### config.mk
export PLATFORM = sky130hd
export DESIGN_NAME = seg7_scan_drv
export DESIGN_NICKNAME = d
export VERILOG_FILES = /design/src/rtl/seg7_scan_drv_pkg.sv /design/src/rtl/seg7_scan_drv_hex_dec.sv /design/src/rtl/seg7_scan_drv.sv
export SDC_FILE = /design/constraint.sdc
export NUM_CORES = 1
export LEC_CHECK = 0
export CAP_MARGIN = 10
export CELL_PAD_IN_SITES_DETAIL_PLACEMENT = 1
export CELL_PAD_IN_SITES_GLOBAL_PLACEMENT = 1
export CORE_MARGIN = 1
export CORE_UTILIZATION = 40
export DETAILED_ROUTE_END_ITERATION = 16
export GPL_TIMING_DRIVEN = 1
export HOLD_SLACK_MARGIN = 0.02
export PLACE_DENSITY_LB_ADDON = 0.1
export SLEW_MARGIN = 20
export SYNTH_ARGS = -nofsm -noshare
export SYNTH_HDL_FRONTEND = slang
export SYNTH_SLANG_ARGS = --single-unit
### constraint.sdc
create_clock -name clk -period 3.8 [get_ports clk]
set_clock_uncertainty 0.15 [all_clocks]
set_input_delay 0.57 -clock clk [delete_from_list [all_inputs] [get_ports clk]]
set_output_delay 0.57 -clock clk [all_outputs]
set_load 0.01 [all_outputs]
### src/rtl/seg7_scan_drv_pkg.sv
// Shared display constants: blank codes, digit count and active-low segment codes.
// Latency: n/a (constants only).
// Backpressure: n/a.
package seg7_scan_drv_pkg;

    localparam logic [6:0] SEG_OFF  = 7'h7F;
    localparam logic [3:0] MASK_OFF = 4'hF;
    localparam int         NDIG     = 4;

    // Active-low segment codes, bit0=a ... bit6=g.
    localparam logic [6:0] SEG_0 = 7'h40;
    localparam logic [6:0] SEG_1 = 7'h79;
    localparam logic [6:0] SEG_2 = 7'h24;
    localparam logic [6:0] SEG_3 = 7'h30;
    localparam logic [6:0] SEG_4 = 7'h19;
    localparam logic [6:0] SEG_5 = 7'h12;
    localparam logic [6:0] SEG_6 = 7'h02;
    localparam logic [6:0] SEG_7 = 7'h78;
    localparam logic [6:0] SEG_8 = 7'h00;
    localparam logic [6:0] SEG_9 = 7'h10;
    localparam logic [6:0] SEG_A = 7'h08;
    localparam logic [6:0] SEG_B = 7'h03;
    localparam logic [6:0] SEG_C = 7'h46;
    localparam logic [6:0] SEG_D = 7'h21;
    localparam logic [6:0] SEG_E = 7'h06;
    localparam logic [6:0] SEG_F = 7'h0E;

endpackage

### src/rtl/seg7_scan_drv_hex_dec.sv
// Hex nibble to active-low 7-segment code decoder.
// Latency: combinational.
// Backpressure: none.
module seg7_hex_dec
    import seg7_scan_drv_pkg::*;
(
    input  logic [3:0] nib_i,
    output logic [6:0] seg_o
);

    // Plain lookup of the sixteen hex glyphs.
    always_comb begin
        seg_o = SEG_OFF;
        case (nib_i)
            4'h0: seg_o = SEG_0;
            4'h1: seg_o = SEG_1;
            4'h2: seg_o = SEG_2;
            4'h3: seg_o = SEG_3;
            4'h4: seg_o = SEG_4;
            4'h5: seg_o = SEG_5;
            4'h6: seg_o = SEG_6;
            4'h7: seg_o = SEG_7;
            4'h8: seg_o = SEG_8;
            4'h9: seg_o = SEG_9;
            4'hA: seg_o = SEG_A;
            4'hB: seg_o = SEG_B;
            4'hC: seg_o = SEG_C;
            4'hD: seg_o = SEG_D;
            4'hE: seg_o = SEG_E;
            4'hF: seg_o = SEG_F;
            default: seg_o = SEG_OFF;
        endcase
    end

endmodule

### src/rtl/seg7_scan_drv.sv
// 4-digit multiplexed 7-segment scan driver with dead time and frame-aligned value update.
// Latency: outputs registered, one cycle after the (cnt, idx, disp) state they reflect.
// Backpressure: none; load always accepted, last load before a frame boundary wins.
// Optional: define SEG7_LZB_EN for leading-zero blanking.
module seg7_scan_drv
    import seg7_scan_drv_pkg::*;
#(
    parameter int unsigned DIV  = 2500,
    parameter int unsigned DEAD = 50
) (
    input  logic        clk,
    input  logic        rst,
    input  logic [15:0] digits,
    input  logic        load,
    output logic [6:0]  num,
    output logic [3:0]  n_mask,
    output logic        frame_done
);

    localparam int unsigned CW = $clog2(DIV);
    localparam int unsigned IW = $clog2(NDIG);
    localparam logic [CW-1:0] CNT_MAX = CW'(DIV - 1);
    localparam logic [CW-1:0] DEAD_C  = CW'(DEAD);
    localparam logic [IW-1:0] IDX_MAX = IW'(NDIG - 1);

    logic [CW-1:0] cnt_q,    cnt_d;
    logic [IW-1:0] idx_q,    idx_d;
    logic [15:0]   pend_q,   pend_d;
    logic          pend_v_q, pend_v_d;
    logic [15:0]   disp_q,   disp_d;
    logic [6:0]    num_q,    num_d;
    logic [3:0]    mask_q,   mask_d;
    logic          fd_q,     fd_d;

    logic          tick;
    logic          boundary;
    logic [3:0]    nib_sel;
    logic [6:0]    seg_dec;
    logic          blank;

    assign tick     = (cnt_q == CNT_MAX);
    assign boundary = tick && (idx_q == IDX_MAX);

    // Nibble for the digit currently being scanned.
    always_comb begin
        nib_sel = disp_q[3:0];
        case (idx_q)
            2'd0: nib_sel = disp_q[3:0];
            2'd1: nib_sel = disp_q[7:4];
            2'd2: nib_sel = disp_q[11:8];
            2'd3: nib_sel = disp_q[15:12];
            default: nib_sel = disp_q[3:0];
        endcase
    end

    seg7_hex_dec u_dec (
        .nib_i (nib_sel),
        .seg_o (seg_dec)
    );

`ifdef SEG7_LZB_EN
    // A digit above 0 is dark when it and every more-significant nibble is zero.
    always_comb begin
        blank = 1'b0;
        case (idx_q)
            2'd1: blank = (disp_q[15:4]  == 12'h000);
            2'd2: blank = (disp_q[15:8]  == 8'h00);
            2'd3: blank = (disp_q[15:12] == 4'h0);
            default: blank = 1'b0;
        endcase
    end
`else
    assign blank = 1'b0;
`endif

    // Prescaler, digit index and shadow/display value updates.
    always_comb begin
        cnt_d    = tick ? '0 : cnt_q + 1'b1;
        idx_d    = tick ? idx_q + 1'b1 : idx_q;
        pend_d   = pend_q;
        pend_v_d = pend_v_q;
        disp_d   = disp_q;
        // Commit first so a load in the boundary cycle lands in pend for the next frame.
        if (boundary && pend_v_q) begin
            disp_d   = pend_q;
            pend_v_d = 1'b0;
        end
        if (load) begin
            pend_d   = digits;
            pend_v_d = 1'b1;
        end
    end

    // Output stage: decode and digit select from the current scan state.
    always_comb begin
        fd_d = boundary;
        if (blank) begin
            num_d  = SEG_OFF;
            mask_d = MASK_OFF;
        end else begin
            num_d  = seg_dec;
            mask_d = (cnt_q < DEAD_C) ? MASK_OFF : ~(4'b0001 << idx_q);
        end
    end

    // State and output registers; reset drops any pending load and blanks the display.
    always_ff @(posedge clk or negedge rst) begin
        if (!rst) begin
            cnt_q    <= '0;
            idx_q    <= '0;
            pend_q   <= '0;
            pend_v_q <= 1'b0;
            disp_q   <= '0;
            num_q    <= SEG_OFF;
            mask_q   <= MASK_OFF;
            fd_q     <= 1'b0;
        end else begin
            cnt_q    <= cnt_d;
            idx_q    <= idx_d;
            pend_q   <= pend_d;
            pend_v_q <= pend_v_d;
            disp_q   <= disp_d;
            num_q    <= num_d;
            mask_q   <= mask_d;
            fd_q     <= fd_d;
        end
    end

    assign num        = num_q;
    assign n_mask     = mask_q;
    assign frame_done = fd_q;

endmodule

# Yosys cells after proc, flatten, opt, wreduce, memory -nomap -nowiden
# Memories as Yosys holds them, arrays and structs flattened. A register that Yosys moved wholly into a read port is not among the register bits.
# Cells that the tools add are included.
# Widths: inputs -> output; s select.
# totals
out_inout_bits	12
mem_bits_ro	112
reg_bits	52
n_memories	1
# op_classes
bitwise_logic	1
order_cmp	1
add_sub_neg	2
n_shift	1
reduce_logical	5
n_eq_ne	4
muxes	5
# memory_table
name	words	width	rd	rd_ports_with_merged_regs	write_ports	line_no	rtl
(name not given)	16	7	1	1	0	seg7_scan_drv_hex_dec.sv:14	case (nib_i)
# ops
op	count
$pmux 4 s4	1
$add 12x1->12 const B	1
$eq 12x12->1 const B	1
$lt 12x6->1 const B	1
$mux 12	1
$eq 2x2->1 const B	2
$mux 4	1
$not 4->4	1
$shl 1x2->4 const A	1
$add 2x1->2 const B	1
$eq 2x1->1 const B	1
$logic_and 1x1->1	2
$logic_not 2->1	1
$mux 1	2
$reduce_bool 2->1	1
$logic_not 1->1	1

# Depth between registers and ports, before layout
# depth
ltp_word	5
depth_mapped	9
mapped_depth_nobuf	9

# By module
# Synthesis repeated with hierarchy kept, for this count alone.
# unflattened
hier_cells	201
hier_area_um2	2681.3
# modules_own_cells
module	n_inst	seq_area_each_um2	cells_per_inst	area_each_um2
seg7_scan_drv	1	1490.2	169	2406.1
seg7_hex_dec	1	0.0	32	275.3

# Least setup slack after synthesis
# OpenSTA, ideal clock, no wires.
# synth_path
path_type	register to register
from	reg idx_q[0]
to	reg num_q[0], in the netlist num[0]
period_less_slack_ps	2259
slack_ps	1541
t_required_ps	3567
path_stages_with_launch	9
setup_ps	83
t_arrival_ps	2025
cell_sequence	dfrtp_1 -> inv_1 -> ha_1 -> clkbuf_1 -> mux2i_1 -> inv_1 -> ha_1 -> and3_1 -> a221o_1
# synth_via
elab_chain_len	2
word_cells_on_any_way	5
classes_between	eq/ne: 3; mux: 1; reduce/logical: 1
# synth_lines
element	line_no	rtl
start, declared	seg7_scan_drv.sv:27	logic [IW-1:0] idx_q, idx_d;
start signal, assigned	seg7_scan_drv.sv:119	idx_q <= idx_d;
$eq 2x2->1, or another cell as far along	seg7_scan_drv.sv:47	case (idx_q)
$pmux 4 s4 *	seg7_scan_drv.sv:47	
end, declared	seg7_scan_drv.sv:31	logic [6:0] num_q, num_d;
# Every way passes the cells marked *; elsewhere a longest branch is shown, timed or not.
# A chain may end at the register's enable or synchronous reset.

# Worst setup path in the final report
# layout_path
from	reg idx_q[1]
to	reg num_q[0], in the netlist num[0]
# The elaborated chain is that of the path after synthesis.

==> summary.txt <==
CTS resizes -> 0
Fin. max-slew vios -> 0
Hold WC Path Type -> primary input to async pin
Req. time, crit path -> 3920 ps
Worst Setup Start Kind -> flip-flop
Crit path buf inv count -> 2
Slowest cell delay on critical path -> 380 ps
Sequential cell area -> 1490 um^2
Total Wirelength -> 5.42 mm
Synth-to-Final Area Change -> 20.4%
Total Neg Setup Slack -> 0 ps
Gr usage total -> 17.1%
Wire length of the first global-routing pass -> 9.10 mm
Initial antenna violation count -> 0
Post-synthesis register bit count -> 59
Root Buffer -> clkbuf_8
Die Area -> 7130 um^2
Final period util -> 66.3%
Final hold slack -> 109 ps
Cell count after synthesis -> 203
Synthesized area -> 2720 um^2
Sequential area share after synthesis -> 54.8%
Max cap viols -> 0
Via count -> 1669
Worst reg-to-reg setup slack -> 1280 ps
Slew headroom -> 44.9%
Clock Path Buffers -> 2
Vias in the first global route -> 1766
Crit path capture type -> flip-flop
CTS hold repair buffers -> 0
Core footprint -> 6460 um^2
Failing checks -> design-rule violations
CTS tree -> built
Tmin final -> 2520 ps
Port bufs -> 30
Endpoints failing setup -> 0
Antenna Nets Post-Route -> 0
CTS HTree Levels -> 3
Slowest stage cell, crit path -> dfrtp_1
DRC viols -> 8
Post-synth ARST share -> 100%
Sink Count -> 59
Cts bufs inserted -> 9
DPL Wire Length -> 3.91 mm
Dominant synthesized flop cell -> dfrtp_1
Starting Density -> 42.1%
Fmax -> 397 MHz
Critical path class -> flip-flop to flip-flop
Setup Fix Bufs, Post-CTS -> 0
Clock latency on the worst-skew pair -> 350 ps
Syn_nets -> 234
Final Hold Fails -> 0
Largest net degree at the start of global routing -> 32
I/O pin count -> 31
Crit path cell chain -> inv_1, ha_1, a22oi_1, nand2_1, mux2i_1, inv_1, ha_1, and3_1, a221o_1
Power per cell area -> 393 nW/um^2
RSZ-0062 raised after global routing -> no
FF-to-FF End -> num[0]$_DFF_PN1_
Drt wl/cell -> 16.9 um
Die Y -> 84.4 um
Setup ws final -> 1280 ps
Synth warnings -> 0
Grt total ovfl -> 0
Multi-input gate area -> 1140 um^2
Chip width -> 84.4 um
Filler cells -> 687
Final net count -> 269
Max Fanout on Critical Path -> 5
Gpl congestion -> 0.793
DP Worst Slack -> 1280 ps
Initial DRC count -> 111
FP Rows -> 29
Yosys cell types -> 33
Vias/cell -> 5.22
Syn Area/Cell -> 13.4 um^2
Fraction of layout cells with a size suffix above 1 -> 27.6%
Number of enable flip-flop cells after synthesis -> 0
Worst-Margin Slew -> 825 ps
Top delay family on crit path -> adder cells
Static leakage -> 1.48 nW
Antenna diodes -> 0
FF-to-FF path depth -> 9
Pre-antenna DRT Iters -> 10
Reg clk slew, reported paths -> 70 ps
Worst vdd ir -> 0.218 mV
Worst r2r src -> idx_q[1]$_DFFE_PN0N_
Worst EP arrival -> 2640 ps
Final core occ -> 50.7%
Status -> complete, but fails checks
==> layout make-up <==
class / instances / area share, %
flip-flops and latches: 59 / 45.5
multi-input cells: 126 / 34.7
repair buffers: 32 / 9.48
clock buffers: 9 / 3.79
well taps: 77 / 2.94
clock inverters: 7 / 2.37
inverters: 10 / 1.15
==> worst max-delay path by stage <==
stage,slack (ps),startpoint,to,cells past startpoint
after floorplan,1540,idx_q[0]$_DFFE_PN0N_,num[0]$_DFF_PN1_,8
after global placement,1500,idx_q[1]$_DFFE_PN0N_,num[0]$_DFF_PN1_,9
after detailed placement,1280,idx_q[1]$_DFFE_PN0N_,num[0]$_DFF_PN1_,9
after CTS,1260,idx_q[1]$_DFFE_PN0N_,num[0]$_DFF_PN1_,9
after global routing,1080,idx_q[1]$_DFFE_PN0N_,num[4]$_DFF_PN1_,9
final,1280,idx_q[1]$_DFFE_PN0N_,num[0]$_DFF_PN1_,9
==> cell families (layout without fill, tap and decap cells) <==
group	count (synthesis)	after routing	share of synthesized area, %
adder cells (fa/ha/maj)	12	12	5.52
AO/OA/AOI/OAI	13	13	3.64
flip-flops	59	59	54.8
AND/OR/NAND/NOR	45	45	9.62
buffers and inverters	18	58	3.36
multiplexers	44	44	19.2
XOR/XNOR	12	12	3.87
==> state kept, by name (all words and copies together), names as in the netlist <==
register,flops
idx_q,2
pend_q,16
frame_done,1
pend_v_q,1
num,7
cnt_q,12
n_mask,4
disp_q,16
==> synth_stat cells, drive strengths merged, types with 3 or more instances <==
library cell / n / area share, %
dfrtp: 48 / 44
buf: 4 / 1.4
nand3: 5 / 1.4
nor2: 9 / 1.2
mux2: 34 / 15
clkbuf: 4 / 0.55
mux2i: 10 / 3.7
a222oi: 3 / 1.1
and4: 4 / 1.4
dfstp: 11 / 11
inv: 10 / 1.4
ha: 12 / 5.5
xor2: 4 / 1.3
xnor2: 8 / 2.6
nand4: 4 / 0.92
o22ai: 4 / 0.92
nand2: 12 / 1.7
and3: 4 / 0.92
==> per-layer routing <==
layer	track usage, %	routed length, um
met4	9.71	136
met5	0	0
met1	21.8	2510
met3	3.34	191
met2	27.5	2590
==> per-stage QoR <==
stage	area, um^2	power (mW)	instances
5_1_grt	3270	1.34	320
4_1_cts	3270	1.30	320
3_5_place_dp	3070	0.722	304
2_1_floorplan	2720	0.684	203
6_report	3270	1.29	320
3_3_place_gp	3070	0.717	304
==> report_power, final <==
| group | internal (mW) | switching, mW |
|---|---|---|
| combinational | 0.0317 | 0.0219 |
| sequential | 0.645 | 0.00908 |
| clock | 0.307 | 0.272 |
| total | 0.984 | 0.303 |
==> worst register-to-register path, stage by stage (launching register included) <==
cell,delay (ps)
dfrtp_1,380
inv_1,100
ha_1,250
a22oi_1,240
nand2_1,80
mux2i_1,370
inv_1,190
ha_1,280
and3_1,160
a221o_1,260
==> placed cells by master, fill, tap and decap left out, drive strengths merged, types with 2 or more instances in the layout <==
cell type,count
and4,4
o21ai,2
clkbuf,9
xor2,4
nand4,4
dfrtp,48
mux2i,10
nor2,9
and4bb,2
dfstp,11
and3,4
buf,3
a222oi,3
clkdlybuf4s50,29
xnor2,8
mux2,34
clkinv,4
inv,11
nand2,12
o22ai,4
ha,12
nand3,5
(Power assumes the default switching activity.)
